**src/rtl/motor_pkg.sv**
```systemverilog
// ---------------------------------------------------------------------------
// motor_pkg
// Shared types and helpers for the motor command sequencer.
//   sm_cmd_t      : sign-magnitude speed word ([7]=sign, 1=reverse; [6:0]=mag)
//   chan_state_t  : per-channel sequencing state (RUN / DWELL / HALT)
//   sm_to_signed  : sign-magnitude -> two's complement (-0 maps to 0)
//   signed_to_sm  : two's complement -> sign-magnitude (0 always has sign=0)
//   clamp_sm      : limit a magnitude to a ceiling; a clamped zero loses its sign
// ---------------------------------------------------------------------------
package motor_pkg;

    typedef struct packed {
        logic       sign;
        logic [6:0] mag;
    } sm_cmd_t;

    typedef enum logic [1:0] {
        RUN   = 2'd0,
        DWELL = 2'd1,
        HALT  = 2'd2
    } chan_state_t;

    function automatic logic signed [7:0] sm_to_signed(input sm_cmd_t c);
        logic signed [7:0] m;
        m = $signed({1'b0, c.mag});
        return c.sign ? -m : m;
    endfunction

    function automatic sm_cmd_t signed_to_sm(input logic signed [7:0] v);
        sm_cmd_t r;
        r.sign = v[7];
        r.mag  = v[7] ? 7'(-v) : v[6:0];
        return r;
    endfunction

    // Negative zero is folded to +0 here so that downstream a zero target
    // never carries a reverse direction.
    function automatic sm_cmd_t clamp_sm(input sm_cmd_t c, input logic [6:0] max_mag);
        sm_cmd_t r;
        r.mag  = (c.mag > max_mag) ? max_mag : c.mag;
        r.sign = c.sign && (r.mag != 7'd0);
        return r;
    endfunction

endpackage

```
**src/rtl/motor_slew_channel.sv**
```systemverilog
// ---------------------------------------------------------------------------
// motor_slew_channel
// One motor's setpoint sequencer: slew limiting toward a target, a zero-speed
// dwell after every nonzero->zero transition, and an e-stop hold.
//   clk, reset   : clock, asynchronous active-low reset
//   step_tick    : one-cycle timebase strobe; slew and dwell advance only here
//   estop        : level; forces HALT and zero output on the next edge
//   resume       : one-cycle strobe; an accepted command that releases HALT
//   target       : clamped sign-magnitude target
//   setpoint     : registered sign-magnitude applied value
//   changed      : setpoint will differ after the coming edge
//   state        : current FSM state, exported for observation
// ---------------------------------------------------------------------------
module motor_slew_channel
    import motor_pkg::*;
#(
    parameter int SLEW_STEP  = 4,
    parameter int DEAD_TICKS = 8
) (
    input  logic        clk,
    input  logic        reset,
    input  logic        step_tick,
    input  logic        estop,
    input  logic        resume,
    input  sm_cmd_t     target,
    output sm_cmd_t     setpoint,
    output logic        changed,
    output chan_state_t state
);

    localparam int DW = (DEAD_TICKS > 1) ? $clog2(DEAD_TICKS) : 1;
    localparam logic [DW-1:0]     DWELL_LAST = DW'(DEAD_TICKS - 1);
    localparam logic signed [8:0] STEP_S     = 9'(SLEW_STEP);

    logic signed [7:0] cur;
    logic signed [7:0] tgt_s;
    logic signed [7:0] eff;
    logic signed [7:0] ramp_val;
    logic signed [7:0] cur_next;
    logic signed [8:0] diff;
    logic signed [8:0] diff_lim;
    logic [DW-1:0]     dwell_cnt;
    sm_cmd_t           sp_next;

    always_comb begin
        tgt_s = sm_to_signed(target);

        // A reversal request first drives the channel to zero; the dwell
        // then follows from the nonzero->zero transition.
        eff = tgt_s;
        if ((cur > 8'sd0 && tgt_s < 8'sd0) || (cur < 8'sd0 && tgt_s > 8'sd0)) begin
            eff = '0;
        end

        // 9-bit difference so that -100 - (+100) cannot wrap.
        diff     = {eff[7], eff} - {cur[7], cur};
        diff_lim = diff;
        if (diff > STEP_S) begin
            diff_lim = STEP_S;
        end else if (diff < -STEP_S) begin
            diff_lim = -STEP_S;
        end
        ramp_val = cur + 8'(diff_lim);

        // DWELL and HALT keep cur at zero, so only RUN moves it.
        cur_next = cur;
        if (estop) begin
            cur_next = '0;
        end else if (state == RUN && step_tick) begin
            cur_next = ramp_val;
        end

        sp_next = signed_to_sm(cur_next);
        changed = (sp_next != setpoint);
    end

    always_ff @(posedge clk or negedge reset) begin
        if (!reset) begin
            state     <= RUN;
            cur       <= '0;
            dwell_cnt <= '0;
            setpoint  <= '0;
        end else begin
            cur      <= cur_next;
            setpoint <= sp_next;
            if (estop) begin
                state <= HALT;
            end else begin
                case (state)
                    RUN: begin
                        if (step_tick && cur != 8'sd0 && ramp_val == 8'sd0) begin
                            state     <= DWELL;
                            dwell_cnt <= '0;
                        end
                    end
                    DWELL: begin
                        if (step_tick) begin
                            if (dwell_cnt == DWELL_LAST) begin
                                state <= RUN;
                            end
                            dwell_cnt <= dwell_cnt + 1'b1;
                        end
                    end
                    HALT: begin
                        // Leaves with cur already zero and no dwell.
                        if (resume) begin
                            state <= RUN;
                        end
                    end
                    default: state <= RUN;
                endcase
            end
        end
    end

endmodule

```
**src/rtl/motor_cmd_sequencer.sv**
```systemverilog
// ---------------------------------------------------------------------------
// motor_cmd_sequencer
// Converts SPI sign-magnitude speed commands into slew-limited, reversal-safe
// setpoints for a two-channel H-bridge PWM controller.
//   clk, reset        : clock, asynchronous active-low reset
//   cmd_valid         : command frame strobe
//   cmd_motor1/2      : [7]=sign (1=reverse), [6:0]=magnitude
//   estop             : level; immediate stop and hold while high
//   motor1/2_sign/mag : registered applied setpoints
//   load              : one-cycle strobe in the first cycle new setpoints show
//   timeout_flag      : set on watchdog expiry, cleared by an accepted command
//   halted            : e-stop hold in effect
//
// Handshake: cmd_valid is a single-cycle strobe with no backpressure. A frame
// is accepted on any rising edge where cmd_valid=1 and estop=0; with estop=1
// it is dropped. While halted, the first accepted frame also ends the hold.
// ---------------------------------------------------------------------------
module motor_cmd_sequencer
    import motor_pkg::*;
#(
    parameter int STEP_DIV   = 1000,
    parameter int SLEW_STEP  = 4,
    parameter int DEAD_TICKS = 8,
    parameter int WDT_STEPS  = 500,
    parameter int MAX_MAG    = 100
) (
    input  logic       clk,
    input  logic       reset,
    input  logic       cmd_valid,
    input  logic [7:0] cmd_motor1,
    input  logic [7:0] cmd_motor2,
    input  logic       estop,
    output logic       motor1_sign,
    output logic [6:0] motor1_mag,
    output logic       motor2_sign,
    output logic [6:0] motor2_mag,
    output logic       load,
    output logic       timeout_flag,
    output logic       halted
);

    localparam int PW = (STEP_DIV > 1) ? $clog2(STEP_DIV) : 1;
    localparam int WW = (WDT_STEPS > 1) ? $clog2(WDT_STEPS) : 1;
    localparam logic [PW-1:0] PRE_LAST  = PW'(STEP_DIV - 1);
    localparam logic [WW-1:0] WDT_LAST  = WW'(WDT_STEPS - 1);
    localparam logic [6:0]    MAX_MAG_7 = 7'(MAX_MAG);

    logic [PW-1:0] pre_cnt;
    logic [WW-1:0] wdt_cnt;
    logic          step_tick;
    logic          accept;
    logic          wdt_expire;
    sm_cmd_t       tgt1;
    sm_cmd_t       tgt2;
    sm_cmd_t       sp1;
    sm_cmd_t       sp2;
    logic          chg1;
    logic          chg2;
    chan_state_t   ch1_state;
    chan_state_t   ch2_state;

    assign step_tick = (pre_cnt == PRE_LAST);
    assign accept    = cmd_valid && !estop;
    // The watchdog stops counting once expired; only a command restarts it.
    assign wdt_expire = step_tick && !timeout_flag && (wdt_cnt == WDT_LAST);

    always_ff @(posedge clk or negedge reset) begin
        if (!reset) begin
            pre_cnt <= '0;
        end else if (step_tick) begin
            pre_cnt <= '0;
        end else begin
            pre_cnt <= pre_cnt + 1'b1;
        end
    end

    // Priority: e-stop clears targets, then a fresh command, then expiry.
    // A command on the expiry cycle therefore wins and the flag stays low.
    always_ff @(posedge clk or negedge reset) begin
        if (!reset) begin
            tgt1         <= '0;
            tgt2         <= '0;
            wdt_cnt      <= '0;
            timeout_flag <= 1'b0;
        end else begin
            if (estop) begin
                tgt1 <= '0;
                tgt2 <= '0;
            end else if (accept) begin
                tgt1 <= clamp_sm(sm_cmd_t'(cmd_motor1), MAX_MAG_7);
                tgt2 <= clamp_sm(sm_cmd_t'(cmd_motor2), MAX_MAG_7);
            end else if (wdt_expire) begin
                tgt1 <= '0;
                tgt2 <= '0;
            end

            if (accept) begin
                wdt_cnt      <= '0;
                timeout_flag <= 1'b0;
            end else if (wdt_expire) begin
                wdt_cnt      <= '0;
                timeout_flag <= 1'b1;
            end else if (step_tick && !timeout_flag) begin
                wdt_cnt <= wdt_cnt + 1'b1;
            end
        end
    end

    // load is registered alongside the setpoints, so it is high exactly in
    // the first cycle the new values are presented.
    always_ff @(posedge clk or negedge reset) begin
        if (!reset) begin
            load <= 1'b0;
        end else begin
            load <= chg1 | chg2;
        end
    end

    motor_slew_channel #(
        .SLEW_STEP  (SLEW_STEP),
        .DEAD_TICKS (DEAD_TICKS)
    ) u_ch1 (
        .clk       (clk),
        .reset     (reset),
        .step_tick (step_tick),
        .estop     (estop),
        .resume    (accept),
        .target    (tgt1),
        .setpoint  (sp1),
        .changed   (chg1),
        .state     (ch1_state)
    );

    motor_slew_channel #(
        .SLEW_STEP  (SLEW_STEP),
        .DEAD_TICKS (DEAD_TICKS)
    ) u_ch2 (
        .clk       (clk),
        .reset     (reset),
        .step_tick (step_tick),
        .estop     (estop),
        .resume    (accept),
        .target    (tgt2),
        .setpoint  (sp2),
        .changed   (chg2),
        .state     (ch2_state)
    );

    // Both channels enter and leave HALT on the same edges.
    assign halted      = (ch1_state == HALT) | (ch2_state == HALT);
    assign motor1_sign = sp1.sign;
    assign motor1_mag  = sp1.mag;
    assign motor2_sign = sp2.sign;
    assign motor2_mag  = sp2.mag;

endmodule

```
**config.mk**
```make
export PLATFORM = sky130hd
export DESIGN_NAME = motor_cmd_sequencer
export DESIGN_NICKNAME = d
export VERILOG_FILES = /design/src/rtl/motor_pkg.sv /design/src/rtl/motor_slew_channel.sv /design/src/rtl/motor_cmd_sequencer.sv
export SDC_FILE = /design/constraint.sdc
export NUM_CORES = 1
export LEC_CHECK = 0
export CAP_MARGIN = 25
export CORE_MARGIN = 1.5
export CORE_UTILIZATION = 25
export DETAILED_ROUTE_END_ITERATION = 7
export GPL_ROUTABILITY_DRIVEN = 0
export REMOVE_ABC_BUFFERS = 1
export SETUP_SLACK_MARGIN = 0.15
export SLEW_MARGIN = 20
export SYNTH_ARGS = -nofsm -noshare
export SYNTH_HDL_FRONTEND = slang
export SYNTH_SLANG_ARGS = --single-unit
```
**constraint.sdc**
```tcl
create_clock -name clk -period 14.61 [get_ports clk]
set_input_delay 2.922 -clock clk [delete_from_list [all_inputs] [get_ports clk]]
set_output_delay 2.922 -clock clk [all_outputs]
set_load 0.1 [all_outputs]
```
==> After elaboration in Yosys (flattened, before gate mapping) <==
Index checks and enable logic that the tools add are counted.
{ "totals": {"ff_bits": 79, "output_inout_bits": 19} }
{ "op_classes": {"n_addsub": 12, "n_lt_le_gt_ge": 14, "eq_ne": 22, "muxes": 44, "bitwise": 3, "n_reduce_logical": 36} }
{ "op_table": {"columns": ["op", "n"], "rows": [
  ["$mux 8", 17],
  ["$gt 8x1->1 const B", 4],
  ["$lt 8x1->1 const B", 4],
  ["$mux 7", 4],
  ["$mux 9", 3],
  ["$gt 9x4->1 const B", 2],
  ["$lt 9x3->1 const B", 2],
  ["$mux 2", 9],
  ["$ne 3x3->1 const B", 6],
  ["$sub 8x8->9", 2],
  ["$add 8x8->8", 2],
  ["$logic_not 8->1", 2],
  ["$ne 8x8->1", 2],
  ["$neg 7->8", 2],
  ["$reduce_and 4->1", 4],
  ["$reduce_bool 8->1", 2],
  ["$logic_and 1x1->1", 15],
  ["$gt 7x7->1 const B", 2],
  ["$neg 7->7", 2],
  ["$reduce_bool 7->1", 2],
  ["$mux 3", 4],
  ["$pmux 2 s3", 2],
  ["$pmux 3 s2", 2],
  ["$add 10x1->10 const B", 1],
  ["18 further kinds", 34]
]} }

==> Longest topological paths before layout <==
{ "logic_depth": {"ltp_word": 17, "mapped_depth": 35, "depth_no_buf": 34} }

==> Modules after synthesis <==
From an unflattened synthesis, not the netlist that was laid out.
{ "unflattened": {"cells_unflattened": 687, "hier_area_um2": 6175.9} }
{ "modules_own_cells": {"columns": ["mod", "n_inst", "cells_each", "area_per_inst_um2", "seq_area_each_um2"], "rows": [
  ["motor_slew_channel (u_ch1)", 1, 261, 2254.7, 475.5],
  ["motor_slew_channel (u_ch2)", 1, 267, 2184.6, 475.5],
  ["motor_cmd_sequencer", 1, 159, 1736.7, 925.9]
]} }

==> Worst setup path before layout <==
OpenSTA, ideal clock, no wires.
{ "synth_path": {"kind": "register to register", "start": "register u_ch2.cur[7]", "end": "register load", "setup_time_ns": 0.139, "arrival_time_ns": 6.891, "slack_ns": 7.581, "path_stages_with_launch": 32, "path_buffers": 2, "cell_sequence": "dfrtp_1 -> clkbuf_1 -> inv_1 -> nand4_1 -> nor3_1 -> o31ai_1 -> or2_2 -> ha_1 -> inv_1 -> fa_1 -> a21o_1 -> and3_1 -> or3_1 -> buf_2 -> nand2_1 -> nand4_1 -> nor3_1 -> a22o_1 -> nor2b_1 -> ha_1 -> inv_1 -> fa_1 -> nand2b_1 -> a21oi_1 -> a2111oi_0 -> a2111o_1 -> mux2i_1 -> nor2_1 -> a31o_2 -> nor3_1 -> nand4_1 -> or4_1"} }
{ "synth_via": {"elab_chain_len": 15} }
{ "synth_rtl": {"columns": ["element", "line_no", "text"], "rows": [
  ["start, declared", "motor_slew_channel.sv:35", "logic signed [7:0] cur;"],
  ["start signal, assigned", "motor_slew_channel.sv:84", "cur <= cur_next;"],
  ["$gt 8x1->1 / $lt 8x1->1 (equally long branches)", "motor_slew_channel.sv:51", "if ((cur > 8'sd0 && tgt_s < 8'sd0) || (cur < 8'sd0 && tgt_s > 8'sd0)) begin"],
  ["$logic_and 1x1->1", "motor_slew_channel.sv:51", null],
  ["$logic_or 1x1->1", "motor_slew_channel.sv:51", null],
  ["$mux 8", "motor_slew_channel.sv:51", null],
  ["$sub 8x8->9 *", "motor_slew_channel.sv:56", "diff = {eff[7], eff} - {cur[7], cur};"],
  ["$lt 9x3->1", "motor_slew_channel.sv:60", "end else if (diff < -STEP_S) begin"],
  ["$mux 8", "motor_slew_channel.sv:60", null],
  ["$mux 8 *", "motor_slew_channel.sv:58", "if (diff > STEP_S) begin"],
  ["$add 8x8->8 *", "motor_slew_channel.sv:63", "ramp_val = cur + 8'(diff_lim);"],
  ["$mux 8 *", "motor_slew_channel.sv:69", "end else if (state == RUN && step_tick) begin"],
  ["$mux 8 *", "motor_slew_channel.sv:67", "if (estop) begin"],
  ["net u_ch2.cur_next[6]", "motor_slew_channel.sv:39", "logic signed [7:0] cur_next;"],
  ["$neg 7->7", "motor_pkg.sv:32", "r.mag = v[7] ? 7'(-v) : v[6:0];"],
  ["$mux 7 *", "motor_pkg.sv:32", null],
  ["$ne 8x8->1 *", "motor_slew_channel.sv:74", "changed = (sp_next != setpoint);"],
  ["$or 1x1->1 *", "motor_cmd_sequencer.sv:115", "load <= chg1 | chg2;"],
  ["end signal, assigned", "motor_cmd_sequencer.sv:115", null],
  ["end, declared", "motor_cmd_sequencer.sv:37", "output logic load,"]
]} }
The timed path passes the listed nets; every way through them passes the cells marked *.
A chain may end at the register's enable or synchronous reset.

==> Final worst setup path <==
{ "layout_path": {"start": "register tgt1[3] in the netlist's numbering", "end": "register load"} }
{ "layout_via": {"elab_chain_len": 17} }
{ "layout_rtl": {"columns": ["element", "line_no", "text"], "rows": [
  ["start, declared", "motor_cmd_sequencer.sv:53", "sm_cmd_t tgt1;"],
  ["start signal, assigned", "motor_cmd_sequencer.sv:90", "tgt1 <= clamp_sm(sm_cmd_t'(cmd_motor1), MAX_MAG_7);"],
  ["$neg 7->8", "motor_pkg.sv:26", "return c.sign ? -m : m;"],
  ["$mux 8 *", "motor_pkg.sv:26", null],
  ["$lt 8x1->1 / $gt 8x1->1 (equally long branches)", "motor_slew_channel.sv:51", null],
  ["$logic_and 1x1->1", "motor_slew_channel.sv:51", null],
  ["$logic_or 1x1->1", "motor_slew_channel.sv:51", null],
  ["$mux 8 *", "motor_slew_channel.sv:51", null],
  ["$sub 8x8->9 *", "motor_slew_channel.sv:56", null],
  ["$lt 9x3->1", "motor_slew_channel.sv:60", null],
  ["[... 2 more ...]", null, null],
  ["$add 8x8->8 *", "motor_slew_channel.sv:63", null],
  ["$mux 8 *", "motor_slew_channel.sv:69", null],
  ["$mux 8 *", "motor_slew_channel.sv:67", null],
  ["net u_ch1.cur_next[1]", "motor_slew_channel.sv:39", null],
  ["$neg 7->7", "motor_pkg.sv:32", null],
  ["$mux 7 *", "motor_pkg.sv:32", null],
  ["$ne 8x8->1 *", "motor_slew_channel.sv:74", null],
  ["$or 1x1->1 *", "motor_cmd_sequencer.sv:115", null]
]} }
Marked as above.

==> qor.csv <==
stage,metric,value,unit
status,status,completed,
clock_network,CTS Root Cell,clkbuf_16,
global_route,global-route wire length before repair,25900,um
finish,share of cells above drive strength 1,8.50,%
setup_path,Worst path slowest cell,or4_1,
synth,Post-synth ARST share,100,%
floorplanning,starting density of the core,25.5,%
synth,mux cell area share after synthesis,3.68,%
setup_path,Most Frequent Cell on Critical Path,inv_1,
placed_design,Area after DPL,0.00690,sq mm
synth,Post-synth EDFFs,0,
synth,Synth top area share,30.3,%
timing,final hold vios,0,
finish,number of diodes,0,
placed_design,port buffer count,38,
global_route,gr usage total,12.4,%
finish,nets,824,
synth,mean area per synthesized cell,8.49,sq um
synth,xor/xnor share of the synthesized area,7.50,%
global_route,pin count of the biggest net entering global routing,76,
synth,main combinational cell family by area after synthesis,simple AND/OR/NAND/NOR gates,
routing,Via Count,5320,
min_path,worst hold path type,reg2reg,
synth,Yosys warnings,0,
timing,fin. max-slew vios,0,
finish,area added between synthesis and finish,17.2,%
synth,Mapped Cells,729,
setup_path,CP Data Required Time,14830,ps
clock_network,"Reg clk slew, reported paths",70,ps
clock_network,H-tree levels,3,
timing,Worst Tran Pin Value,1010,ps
routing,post-route ant nets,0,
timing,setup tns final,0,ps
floorplanning,Die ar.,0.0257,sq mm
finish,final instance area,0.00725,sq mm
clock_network,CTS Buf Count,9,
synth,Post-Syn Area,0.00619,sq mm
timing,Highest Clock Rate,137,MHz
routing,DR WL/cell,14.1,um
clock_network,CTS max path bufs,2,
clock_network,clk sink count,75,
synth,Compound-Gate Fraction of Synth Area,18.8,%
routing,DR vias/cell,4.89,
clock_network,hold buffers post-CTS,0,
synth,dominant cell type by area after synthesis,dfrtp_1,
timing,RSZ-0062 raised after global routing,false,
global_route,vias in the first global route,5168,
clock_network,worst-skew pair later-pin latency,340,ps
setup_path,arrival time at the worst endpoint,7530,ps
clock_network,post-cts sizing count,0,
min_path,HP Start,pre_cnt[0]$_DFF_PN0_,
setup_path,CP startpoint kind,register,
floorplanning,core area,0.0243,sq mm
routing,DR iter-0 viols,267,
run,max-cap viol count,0,
finish,Post-Layout Cell Count,1089,
floorplanning,boundary pin count,39,
synth,post-synthesis adder-cell area fraction,9.38,%
setup_path,CP startpoint,tgt1[3]$_DFFE_PN0P_,
floorplanning,die height,160,um
timing,fin crit share,50.1,%
timing,Slew Limit Headroom,32.8,%
timing,clock period minus worst slack,7310,ps
floorplanning,Die W,160,um
synth,simple-gate share of the synthesized area,25.4,%
synth,Synth Flop Type,dfrtp_1,
timing,Setup-failing EPs final,0,
placed_design,HPWL after DPL,11800,um
pwr,Leak Pwr,3.16,nW
global_route,GRT Residual Overflow,0,
synth,top post-synthesis cells by area,"dfrtp_1 30%, ha_1 8.1%, nor2_1 4.7%",
setup_path,crit path max fanout,7,
routing,drt first pass iters,5,
synth,register bit total from synthesis,75,
floorplanning,# rows,57,
pwr,PwrDens,84.0,mW/mm^2
setup_path,CP endpoint kind,register,
routing,WL final,15400,um
timing,skew final,7.49,ps
setup_path,reg2reg start,tgt1[3]$_DFFE_PN0P_,
synth,sequential area share after synthesis,30.3,%
setup_path,maximum single-stage delay on the critical path,520,ps
setup_path,CP Class,reg2reg,
synth,Yosys cell types,80,
global_route,initial antenna violation count,0,
placed_design,placed cell count,1073,
clock_network,Setup Buffers After CTS,0,
routing,drc violations,0,
clock_network,CTS tree,yes,
pwr,Peak VDD IR,0.0000446,V
-- Yosys cell counts (all sizes together) (6+ instances only) --
cell type / number
nor2: 78
dfrtp: 75
nand2: 57
inv: 54
o21ai: 44
ha: 40
a21oi: 30
xnor2: 29
nand3: 24
xor2: 24
nor3: 22
nand4: 15
o31ai: 15
a22o: 13
clkbuf: 13
a21o: 12
nor2b: 12
nor4: 12
mux2: 11
nand2b: 11
mux2i: 10
or2: 10
and3: 9
or3: 9
and2: 8
buf: 8
a211oi: 6
a31oi: 6
-- cell type report --
cell class              count  area (sq um)
clock buffers              10           239
clock inverters             6           113
fillers                  2548         17100
inverters                  54           203
multi-input cells         579          4010
flip-flops and latches     75          1880
well taps                 324           405
repair buffers             41           408
-- layout by cell type, fill, tap and decap left out, types with 4 or more instances in the layout --
| cell | synthesis | layout |
|---|---|---|
| a211oi_1 | 6 | 6 |
| a21o_1 | 12 | 12 |
| a21oi_1 | 28 | 28 |
| a22o_1 | 13 | 13 |
| a31oi_1 | 6 | 6 |
| and2_1 | 8 | 8 |
| and3_1 | 8 | 8 |
| and3b_1 | 5 | 5 |
| clkbuf_16 | 0 | 9 |
| clkdlybuf4s50_1 | 0 | 37 |
| dfrtp_1 | 75 | 75 |
| fa_1 | 4 | 4 |
| ha_1 | 40 | 40 |
| inv_1 | 53 | 53 |
| mux2_2 | 10 | 10 |
| mux2i_1 | 10 | 10 |
| nand2_1 | 56 | 56 |
| nand2b_1 | 10 | 10 |
| nand3_1 | 22 | 22 |
| nand4_1 | 15 | 15 |
| nor2_1 | 77 | 77 |
| nor2b_1 | 12 | 12 |
| nor3_1 | 20 | 19 |
| nor3b_1 | 4 | 4 |
| nor4_1 | 11 | 11 |
| o21a_1 | 5 | 5 |
| o21ai_0 | 38 | 38 |
| o21ai_1 | 5 | 5 |
| o31ai_1 | 15 | 15 |
| or2_2 | 7 | 7 |
| or3_1 | 9 | 9 |
| xnor2_1 | 29 | 29 |
| xor2_1 | 24 | 24 |
-- critical path, delay by kind of cell, from the launching register on --
family          cells  cell delay (ps)
simple gates       11             2100
buf+inv             4              370
flops               1              440
fa+ha+maj           5             1430
compound gates     10             2700
xor+xnor            1              160
-- sequential cells by signal, indices dropped and copies added, names as in the netlist --
| register | count |
|---|---|
| u_ch2.dwell_cnt | 3 |
| u_ch2.cur | 7 |
| load | 1 |
| timeout_flag | 1 |
| pre_cnt | 10 |
| u_ch1.setpoint | 7 |
| u_ch1.cur | 7 |
| u_ch1.dwell_cnt | 3 |
| tgt2 | 8 |
| u_ch1.state | 2 |
| u_ch2.setpoint | 7 |
| wdt_cnt | 9 |
| u_ch2.state | 2 |
| tgt1 | 8 |
-- path summary, 6_finish.rpt --
check / endpoint / slack [ps] / cells past startpoint
worst min-delay path: pre_cnt[0]$_DFF_PN0_ / 500 / 1
max in group asynchronous: tgt2[3]$_DFFE_PN0P_ / 11510 / 1
worst min register to register: pre_cnt[0]$_DFF_PN0_ / 500 / 1
worst max register to register: load$_DFF_PN0_ / 7300 / 31
worst max-delay path: load$_DFF_PN0_ / 7300 / 31
min in group asynchronous: u_ch1.cur[2]$_DFF_PN0_ / 2610 / 1
-- metrics by stage --
step | util (%) | setup WS [ps] | hold WS (ps) | power [W]
floorplan | - | 7710 | 455 | 0.000311
global placement | 28.3 | 7440 | 484 | 0.000344
detailed placement | 28.4 | 7340 | 485 | 0.000346
CTS | 29.8 | 7310 | 494 | 0.000616
global route | 29.8 | 6480 | 518 | 0.000639
finish | 29.8 | 7300 | 495 | 0.000609
-- where the power goes --
| group | internal (W) | switching [W] |
|---|---|---|
| clock network | 0.000172 | 0.0000950 |
| logic | 0.0000529 | 0.0000742 |
| registers | 0.000211 | 0.00000460 |
-- routing by layer --
| metal | routed length [um] | track usage, % | up-vias |
|---|---|---|---|
| li1 | - | - | 2688 |
| met1 | 7600 | 16.6 | 2542 |
| met2 | 7070 | 20.5 | 76 |
| met3 | 570 | 2.45 | 14 |
| met4 | 164 | 2.80 | 0 |
| met5 | 0 | 0 | - |
-- cell families after synthesis --
group / count (synthesis)
AO/OA/AOI/OAI: 168
XOR/XNOR: 53
adder cells (fa/ha/maj): 44
buffers and inverters: 75
flip-flops: 75
multiplexers: 21
AND/OR/NAND/NOR: 293
No activity file was read; power rests on OpenSTA's default activity.
